[config.mk]
export PLATFORM = sky130hd
export DESIGN_NAME = vend_change_dispenser
export DESIGN_NICKNAME = d
export VERILOG_FILES = /design/src/rtl/vend_pkg.sv /design/src/rtl/vend_ack_timer.sv /design/src/rtl/vend_change_dispenser.sv
export SDC_FILE = /design/constraint.sdc
export NUM_CORES = 1
export LEC_CHECK = 0
export BUFFER_PORTS_ARGS = -buffer_cell sky130_fd_sc_hd__buf_2
export CORE_UTILIZATION = 50
export CTS_BUF_LIST = sky130_fd_sc_hd__clkbuf_16
export DETAILED_ROUTE_END_ITERATION = 8
export MAX_ROUTING_LAYER = met4
export PLACE_DENSITY_LB_ADDON = 0.08
export SYNTH_ARGS = -nofsm -noshare
export SYNTH_HDL_FRONTEND = slang
export SYNTH_HIERARCHICAL = 1
export SYNTH_SLANG_ARGS = --single-unit
[constraint.sdc]
create_clock -name clk -period 6.1 [get_ports clk]
set_input_delay 1.83 -clock clk [delete_from_list [all_inputs] [get_ports clk]]
set_output_delay 1.83 -clock clk [all_outputs]
set_load 0.01 [all_outputs]
[src/rtl/vend_pkg.sv]
// Shared vending definitions: dispenser state encoding and coin denominations.
package vend_pkg;

  typedef enum logic [2:0] {
    DS_IDLE  = 3'd0,
    DS_SEL   = 3'd1,
    DS_EJ10  = 3'd2,
    DS_EJ5   = 3'd3,
    DS_DONE  = 3'd4,
    DS_FAULT = 3'd5
  } disp_state_e;

  localparam int COIN_5  = 5;
  localparam int COIN_10 = 10;

  // Only whole multiples of the smallest coin can be paid out.
  function automatic logic is_payable(input int amt);
    return (amt % COIN_5) == 0;
  endfunction

endpackage

[src/rtl/vend_ack_timer.sv]
// Counts cycles an eject request has waited for its ack.
// expired_o flags the last allowed unacked cycle so the caller faults at that edge.
module vend_ack_timer #(
  parameter int ACK_TIMEOUT = 15,
  parameter int CNT_W       = 8
) (
  input  logic clk,
  input  logic rst,
  input  logic clr_i,
  input  logic en_i,
  output logic expired_o
);

  logic [CNT_W-1:0] cnt_q, cnt_d;

  always_comb begin
    cnt_d = cnt_q;
    if (clr_i) begin
      cnt_d = '0;
    end else if (en_i) begin
      cnt_d = cnt_q + 1'b1;
    end
  end

  always_ff @(posedge clk or posedge rst) begin
    if (rst) begin
      cnt_q <= '0;
    end else begin
      cnt_q <= cnt_d;
    end
  end

  assign expired_o = en_i && (cnt_q == CNT_W'(ACK_TIMEOUT - 1));

endmodule

[src/rtl/vend_change_dispenser.sv]
// Pays a change amount out as 10- then 5-unit coins over a req/ack ejector handshake.
// All outputs decode from state or registers; faults on illegal amount or ejector timeout.
module vend_change_dispenser
  import vend_pkg::*;
#(
  parameter int AMT_W       = 4,
  parameter int ACK_TIMEOUT = 15
) (
  input  logic             clk,
  input  logic             rst,
  input  logic             change_valid,
  input  logic [AMT_W-1:0] change_amt,
  output logic             change_ready,
  output logic             eject_10,
  output logic             eject_5,
  input  logic             eject_ack,
  output logic             done,
  output logic [AMT_W-1:0] n10_out,
  output logic [AMT_W-1:0] n5_out,
  output logic             fault,
  input  logic             fault_clr
);

  disp_state_e      state_q, state_d;
  logic [AMT_W-1:0] rem_q, rem_d;
  logic [AMT_W-1:0] n10_q, n10_d;
  logic [AMT_W-1:0] n5_q, n5_d;
  logic             in_eject;
  logic             ack_expired;

  assign in_eject = (state_q == DS_EJ10) || (state_q == DS_EJ5);

  vend_ack_timer #(
    .ACK_TIMEOUT(ACK_TIMEOUT),
    .CNT_W      (8)
  ) u_ack_timer (
    .clk      (clk),
    .rst      (rst),
    .clr_i    (!in_eject || eject_ack),
    .en_i     (in_eject && !eject_ack),
    .expired_o(ack_expired)
  );

  always_comb begin
    state_d = state_q;
    rem_d   = rem_q;
    n10_d   = n10_q;
    n5_d    = n5_q;
    case (state_q)
      DS_IDLE: begin
        if (change_valid) begin
          rem_d   = change_amt;
          n10_d   = '0;
          n5_d    = '0;
          state_d = is_payable(int'(change_amt)) ? DS_SEL : DS_FAULT;
        end
      end
      DS_SEL: begin
        if (int'(rem_q) >= COIN_10) begin
          state_d = DS_EJ10;
        end else if (int'(rem_q) >= COIN_5) begin
          state_d = DS_EJ5;
        end else begin
          state_d = DS_DONE;
        end
      end
      DS_EJ10: begin
        if (eject_ack) begin
          rem_d   = rem_q - AMT_W'(COIN_10);
          n10_d   = (n10_q == '1) ? n10_q : n10_q + 1'b1;
          state_d = DS_SEL;
        end else if (ack_expired) begin
          state_d = DS_FAULT;
        end
      end
      DS_EJ5: begin
        if (eject_ack) begin
          rem_d   = rem_q - AMT_W'(COIN_5);
          n5_d    = (n5_q == '1) ? n5_q : n5_q + 1'b1;
          state_d = DS_SEL;
        end else if (ack_expired) begin
          state_d = DS_FAULT;
        end
      end
      DS_DONE: begin
        state_d = DS_IDLE;
      end
      DS_FAULT: begin
        if (fault_clr) begin
          state_d = DS_IDLE;
        end
      end
      default: begin
        state_d = DS_IDLE;
      end
    endcase
  end

  always_ff @(posedge clk or posedge rst) begin
    if (rst) begin
      state_q <= DS_IDLE;
      rem_q   <= '0;
      n10_q   <= '0;
      n5_q    <= '0;
    end else begin
      state_q <= state_d;
      rem_q   <= rem_d;
      n10_q   <= n10_d;
      n5_q    <= n5_d;
    end
  end

  assign change_ready = (state_q == DS_IDLE);
  assign eject_10     = (state_q == DS_EJ10);
  assign eject_5      = (state_q == DS_EJ5);
  assign done         = (state_q == DS_DONE);
  assign fault        = (state_q == DS_FAULT);
  assign n10_out      = n10_q;
  assign n5_out       = n5_q;

endmodule

# After elaboration in Yosys (flattened, before gate mapping)
# Index checks and enable logic that the tools add are counted.
classes:
  n_lt_le_gt_ge: 2
  reduce_logical: 17
  add_sub_neg: 5
  eq_ne: 15
  mux: 21
  div: 1
ops:
  columns: ["op", "n"]
  rows:
  - ["$logic_not 32->1", 1]
  - ["$mod 5x4->32 const B", 1]
  - ["$mux 4", 8]
  - ["$mux 3", 7]
  - ["$mux 8", 2]
  - ["$pmux 4 s2", 2]
  - ["$pmux 3 s4", 1]
  - ["$pmux 4 s3", 1]
  - ["$reduce_and 4->1", 3]
  - ["$add 4x1->4 const B", 2]
  - ["$add 8x1->8 const B", 1]
  - ["$eq 4x4->1 const B", 2]
  - ["$eq 8x4->1 const B", 1]
  - ["$eq 3x2->1 const B", 2]
  - ["$eq 3x3->1 const B", 2]
  - ["$ne 2x1->1 const B", 3]
  - ["$ne 2x2->1 const B", 3]
  - ["$reduce_bool 2->1", 3]
  - ["$ge 4x3->1 const B", 1]
  - ["$ge 4x4->1 const B", 1]
  - ["$sub 4x3->4 const B", 1]
  - ["$sub 4x4->4 const B", 1]
  - ["$eq 3x1->1 const B", 1]
  - ["$logic_not 3->1", 1]
  - ["7 further kinds", 10]
word_totals:
  word_cells: 66
  register_bits: 23

# Longest topological paths before layout
# Gate-level depths: netlist of run 1.
logic_depth:
  ltp_word: 7
  ltp_mapped: 11
  mapped_depth_nobuf: 9

# Hierarchy
# The synthesis of run 1 kept the hierarchy.
by_module_without_submodules:
  columns: ["mod", "n_inst", "cells_per_inst", "area_each_um2"]
  rows:
  - ["vend_change_dispenser", 1, 136, 1177.4]
  - ["vend_ack_timer", 1, 43, 425.4]

# Worst setup path before layout of run 1
# Ideal clock, no wire load.
synth_path:
  path_kind: "input to register"
  start: "in eject_ack"
  end: "reg state_q[2]"
  stages: 9
  setup_slack_ps: 3121
  arrival_time_ps: 2897
  path_cell_list: "nand2b_1 > inv_1 > buf_4 > nand4_1 > nor2_1 > nor3b_1 > nor3_1 > o31ai_1 > o22ai_1"
synth_between:
  elab_chain_cells: 5
  elab_cells_between_ends: 7
  cone_classes: "eq/ne: 1; mux: 2; reduce/logical: 4"
synth_lines:
  columns: ["element", "line_no", "text"]
  rows:
  - ["start: declaration", "vend_change_dispenser.sv:16", "input logic eject_ack,"]
  - ["$logic_not 1->1", "vend_change_dispenser.sv:40", ".en_i (in_eject && !eject_ack),"]
  - ["$logic_and 1x1->1", "vend_change_dispenser.sv:40", null]
  - ["$logic_and 1x1->1", "vend_ack_timer.sv:33", "assign expired_o = en_i && (cnt_q == CNT_W'(ACK_TIMEOUT - 1));"]
  - ["named net ack_expired", "vend_change_dispenser.sv:29", "logic ack_expired;"]
  - ["$ne 3x1->1 (no source line)", null, null]
  - ["$reduce_and 3->1 (no source line)", null, null]
  - ["end signal: assignment", "vend_change_dispenser.sv:106", "state_q <= state_d;"]
  - ["end: declaration", "vend_change_dispenser.sv:24", "disp_state_e state_q, state_d;"]
# The timed path passes the listed nets, and every way through them passes these cells.
# A chain may end at the register's enable or synchronous reset.

# Final worst setup path of run 1
layout_path:
  start: "reg state_q[1]"
  end: "out eject_5"
layout_between:
  elab_chain_cells: 1
layout_lines:
  columns: ["element", "line_no", "text"]
  rows:
  - ["$eq 3x2->1", "vend_change_dispenser.sv:115", "assign eject_5 = (state_q == DS_EJ5);"]
  - ["end: declaration", "vend_change_dispenser.sv:15", "output logic eject_5,"]
# No other way between the ends.

==> results by group, run 1 <==
Floorplanning
  • Die X: a little under 60 um
  • Core box area: slightly above 3000 um2
  • Io pins: 22
  • Initial Util: a little over half
  • Total die area: about 3400 um2
  • Die Y: between 50 and 60 um
  • Site Rows: 20

Clock tree
  • Maximum clock path buffer count: 2
  • Post-cts sizing count: 0
  • H-tree depth: 1
  • Clk Latency, worst-skew pair: 0.25 ns
  • Clk sink count: 23
  • CTS tree: yes
  • Post-CTS setup buffers: 0
  • Clock Tree Root: clkbuf_16
  • Hold buffer count at CTS: 0
  • Clock-pin slew of the registers on the worst-case setup and hold paths: ~0.060 ns
  • Total CTS buffers: 3

Detailed routing
  • Via Count: approximately 1400
  • First-pass DRT Iterations: 4
  • Antenna viol nets, final: 0
  • Vias per inst: 5.64
  • DRT iter0 DRCs: 56
  • Wire per inst: between 10 and 15 um
  • Routed wire length: approximately 3200 um
  • Drt drc: 0

GRT
  • Total track usage: between 20% and 30%
  • Met2 usage: about a third
  • Gr busiest metal: met2
  • First-pass GRT wire length: around 5500 um
  • Initial antenna violation count: 0
  • Grt total ovfl: 0
  • Number of global-route vias before repair: ~1300
  • Largest net degree at the start of global routing: 21
  • M3 GR Usage: 4.18%
  • Grt met1 use: 27.0%

Final layout
  • Finished Layout Cells: between 200 and 250
  • Share of layout cells above drive strength 1: between 10% and 20%
  • Most frequent cells in the layout: dfrtp_1 (23), nor2_1 (21), buf_2 (21)
  • Layout Utilization: 59.2%
  • Area overhead of the layout relative to synthesis: 12.7%
  • Leading cell type in the layout, fill and taps excluded: dfrtp_1
  • Inserted Diodes: 0
  • Layout Nets: ~220

Timing
  • Max_slew headroom: 58.6%
  • Fin crit period: around 3.5 ns
  • RSZ-0062 raised after global routing: no
  • Setup Skew: 0.00340 ns
  • Final setup viols: 0
  • Tcrit/Tclk final: between 50% and 60%
  • Hold Slack: ~0.53 ns
  • Hold Fails Final Rpt: 0
  • Worst-Margin Slew: roughly 0.62 ns
  • Fmax: 282 MHz
  • Max Slew Vio Count: 0
  • Setup tns final: 0 ns

Setup path
  • Worst Path Required: about 4.3 ns
  • Worst path arrival time: around 1.7 ns
  • R2R depth: 9
  • Critical path class: reg2out
  • CP startpoint kind: flip-flop
  • CP endpoint kind: output pin
  • Max FO, Critical Path: 15

Yosys
  • Yosys warnings: 6
  • Synth Instances: 179
  • Post-synth EDFFs: 0
  • Post-synth net total: approximately 200
  • Post-Syn Area per Cell: around 9.0 um2
  • Sequential area share after synthesis: a little over a third
  • Synthesized area: 1600 um2
  • Async SR Flop Fraction: 100%
  • Netlist cell types: 44
  • Top_reg_cell synth: dfrtp_1
  • FF+latch count, synth: 23

Flow run
  • Max_cap viols: 0

Place
  • Global placement routability congestion: ~0.82
  • Placed Cells: 238
  • Port Buf Inserts: 21
  • HPWL after DPL: approximately 2500 um

Power
  • Leak pwr: about 0.87 nW
  • Worst VDD drop: about 190 uV
  • P per Cell Area: 361 nW/um2
  • Total power: approximately 0.00065 W

Min path
  • Hold WC Path Type: reg2reg
  • Hold Crit Depth: 1

Status
  • Status: completed
cells by family (layout without fill, tap and decap cells):
group           Yosys count  count (layout)  share of synthesized area, %
simple gates             72              72                          25.3
compound gates           41              41                          16.9
flops                    23              23                          35.9
buf+inv                  19              38                          5.23
mux                       5               5                          3.28
fa+ha+maj                13              13                          10.1
xor+xnor                  6               6                          3.28
cell type report:
| cell class | instances | area, um2 |
|---|---|---|
| fillers | 276 | 1250 |
| clock inverters | 1 | 3.75 |
| well taps | 44 | 55.1 |
| inverters | 13 | 48.8 |
| flip-flops and latches | 23 | 576 |
| repair buffers | 21 | 105 |
| multi-input cells | 137 | 943 |
| clock buffers | 3 | 75.1 |
per-layer routing:
metal / share of wire [%] / vias to the layer above
met3: 4.3 / 4
met5: 0 / -
met1: 49 / 654
met2: 46 / 31
li1: - / 677
met4: 1.1 / 0
cells in the mapped netlist, types with 2 or more instances:
cell | number | share of area (%)
dfrtp_1 | 23 | 36
nor2_1 | 21 | 4.9
ha_1 | 13 | 10
inv_1 | 13 | 3.0
a21oi_1 | 12 | 3.7
nand2_1 | 10 | 2.3
o21ai_0 | 7 | 2.2
nand2b_1 | 6 | 2.3
nand3_1 | 5 | 1.6
nand4_1 | 4 | 1.6
nor3_1 | 4 | 1.2
o211ai_1 | 4 | 1.9
o31ai_1 | 4 | 1.9
xor2_1 | 4 | 2.2
and3_1 | 3 | 1.2
buf_4 | 3 | 1.4
mux2i_1 | 3 | 1.9
nor2b_1 | 3 | 1.2
or4_1 | 3 | 1.4
a211oi_1 | 2 | 0.94
a22o_1 | 2 | 1.1
clkbuf_1 | 2 | 0.47
mux2_2 | 2 | 1.4
nor3b_1 | 2 | 0.94
o22ai_1 | 2 | 0.78
o2bb2ai_1 | 2 | 1.1
or3_2 | 2 | 0.94
xnor2_1 | 2 | 1.1
report_power, final:
part	internal [W]	switching, W	total, W
Combinational	0.000118	0.000146	0.000264
Sequential	0.000183	0.0000676	0.000250
Clock	0.0000873	0.0000499	0.000137
Total	0.000388	0.000264	0.000652
metrics by stage:
step / area (um2) / setup WS [ns]
after global placement: 1730 / 2.66
after detailed placement: 1730 / 2.50
after CTS: 1810 / 2.58
final: 1810 / 2.55
after global routing: 1810 / 2.45
after floorplan: 1600 / 3.12
registers in the layout, indices dropped and copies added, names as in the netlist:
name and count:
u_ack_timer/cnt_q 8, n5_out 4, rem_q 4, state_q 3, n10_out 4
critical path, stage by stage, from the launching register on:
cell and delay, ns:
dfrtp_1 0.64, nor2b_1 0.39, nand2_1 0.14, inv_1 0.15, buf_2 0.14
worst paths after layout:
| path | slack, ns | startpoint | to |
|---|---|---|---|
| setup / recovery | 2.55 | state_q[1] | eject_5 |
| hold / removal | 0.53 | n5_out[0] | n5_out[0] |
| setup reg to reg | 3.49 | state_q[1] | state_q[2] |
| hold reg to reg | 0.53 | n5_out[0] | n5_out[0] |
| max in group asynchronous | 4.07 | rst | state_q[1] |
| min in group asynchronous | 1.52 | rst | u_ack_timer/cnt_q[6] |
(Power assumes the default switching activity.)
==> run 2: changes to the inputs <==
Clock period 6.1 ns to 3 ns, I/O delays scaled along.
==> results by group, run 2 (synthesized netlist as in run 1, its figures left out) <==
Status
  • Status: completed

Flow run
  • Max_cap viols: 0 (unchanged)

Clock tree
  • Clk sink count: 23 (unchanged)
  • Total CTS buffers: 3 (unchanged)
  • Post-cts sizing count: 0 (unchanged)
  • Maximum clock path buffer count: 2 (unchanged)
  • CTS tree: yes
  • Clk Latency, worst-skew pair: 0.25 ns (about the same)
  • Clock-pin slew of the registers on the worst-case setup and hold paths: 0.06 ns (about the same)
  • Post-CTS setup buffers: 0 (unchanged)
  • Hold buffer count at CTS: 0 (unchanged)
  • Clock Tree Root: clkbuf_16
  • H-tree depth: 1 (unchanged)

Detailed routing
  • First-pass DRT Iterations: 4 (unchanged)
  • Wire per inst: 13.6 um (+2.4%)
  • Vias per inst: 5.59 (-0.96%)
  • DRT iter0 DRCs: 74 (+32%)
  • Routed wire length: 3320 um (+3.3%)
  • Antenna viol nets, final: 0 (unchanged)
  • Via Count: 1364 (-0.15%)
  • Drt drc: 0 (unchanged)

Final layout
  • Leading cell type in the layout, fill and taps excluded: dfrtp_1
  • Most frequent cells in the layout: dfrtp_1 (23), nor2_1 (21), buf_2 (21)
  • Layout Utilization: 59.7% (+0.49 points)
  • Layout Nets: 223 (+0.90%)
  • Inserted Diodes: 0 (unchanged)
  • Area overhead of the layout relative to synthesis: 13.7%
  • Largest Register: u_ack_timer/cnt_q
  • Largest register FFs: 8 (unchanged)
  • Share of layout cells above drive strength 1: 18.0% (+0.83 points)
  • # fillers: 283 (+2.5%)

Timing
  • Setup Skew: 0.00277 ns (-0.000634 ns)
  • Max Slew Vio Count: 0 (unchanged)
  • Worst-Margin Slew: 0.631 ns (+0.00952 ns)
  • Setup tns final: 0 ns (unchanged)
  • Hold Slack: 0.528 ns (+0.00239 ns)
  • Max_slew headroom: 58.0% (-0.63 points)
  • Fmax: 420 MHz
  • Hold Fails Final Rpt: 0 (unchanged)
  • RSZ-0062 raised after global routing: no
  • Final setup viols: 0 (unchanged)
  • Tcrit/Tclk final: 79.3%
  • Fin crit period: between 2 and 2.5 ns

Setup path
  • Critical path class: reg2out
  • Worst reg2reg setup slack: 0.73 ns (-2.76 ns)
  • CP delay by family, top: flip-flops
  • Buf/Inv on CP: 1 (-1)
  • Worst path arrival time: 1.48 ns (-0.24 ns)
  • CP startpoint kind: flip-flop
  • Worst Path Required: 2.10 ns (-2.17 ns)
  • CP endpoint kind: output pin
  • Worst path slowest cell: dfrtp_1
  • Max FO, Critical Path: 20 (+5)
  • Crit path largest cell delay: 0.74 ns (+0.10 ns)
  • Critical Path, Cell by Cell: nor2b_1 > and2_1 > buf_2

GRT
  • Total track usage: 22.2% (+0.68 points)
  • Largest net degree at the start of global routing: 21 (unchanged)
  • Initial antenna violation count: 0 (unchanged)
  • First-pass GRT wire length: 5600 um (+2.4%)
  • Grt total ovfl: 0 (unchanged)
  • Number of global-route vias before repair: 1316 (-0.23%)

Floorplanning
  • Total die area: 3440 um2 (unchanged)
  • Core box area: 3050 um2 (unchanged)
  • Io pins: 22 (unchanged)
  • Die X: 58.6 um (unchanged)
  • Site Rows: 20 (unchanged)
  • Die Y: 58.6 um (unchanged)
  • Initial Util: 52.5% (unchanged)

Power
  • P per Cell Area: 737 nW/um2 (+100%)
  • Leak pwr: 0.875 nW (+1.2%)
  • Total power: 0.00134 W (+110%)
  • Worst VDD drop: 367 uV (+98%)

Min path
  • Hold WC Path Type: reg2reg

Place
  • Port Buf Inserts: 21 (unchanged)
  • Global placement routability congestion: 0.836 (+1.6%)
  • HPWL after DPL: 2580 um (+2.3%)
-- run 2: cell types whose count changed in the layout (fill, tap and decap cells not counted), sizes merged --
cell | previous run | this run
buf | 21 | 23
-- run 2: worst register-to-register path, stage by stage, from the launching register on --
cell	delay (ns)
dfrtp_1	0.38
nor2b_1	0.33
nand2b_1	0.29
inv_1	0.30
nand4_1	0.13
nor2_1	0.10
nor3b_1	0.07
nor3_1	0.31
o31ai_1	0.12
o22ai_1	0.16
-- run 2: cell type report --
cell class / instances / area [um2] / area share [%]
clock buffers: 3 / 75.1 / 4.12
clock inverters: 1 / 3.75 / 0.206
inverters: 13 / 48.8 / 2.68
multi-input cells: 137 / 943 / 51.8
flip-flops and latches: 23 / 576 / 31.6
well taps: 44 / 55.1 / 3.02
repair buffers: 23 / 120 / 6.59
-- run 2: stage by stage --
stage               setup slack (ns)  cell area [um2]  std cells
floorplan                      0.951             1600        179
global placement               0.478             1740        240
detailed placement             0.374             1740        240
CTS                            0.622             1820        244
global route                   0.453             1820        244
finish                         0.621             1820        244
-- run 2: report_power, final --
group | internal (W) | switching (W) | leakage, nW | total, W
Combinational | 0.000252 | 0.000336 | 0.525 | 0.000588
Clock | 0.000178 | 0.000105 | 0.0423 | 0.000283
Sequential | 0.000372 | 0.000100 | 0.308 | 0.000472
-- run 2: routing by layer --
layer  GRT usage, %  vias up  routed length (um)
met5              -        -                   0
met4           7.82        0                  23
met3           3.52        4                  70
met2           34.8       19                1550
met1           29.2      660                1680
li1               -      681                   -
-- run 2: final timing paths --
path	startpoint	endpoint	cells after the start
setup / recovery	state_q[0]	fault	3
setup reg to reg	state_q[2]	state_q[2]	9
hold reg to reg	n5_out[0]	n5_out[0]	1
max in group asynchronous	rst	state_q[0]	2
min in group asynchronous	rst	u_ack_timer/cnt_q[3]	2
hold / removal	n5_out[0]	n5_out[0]	1
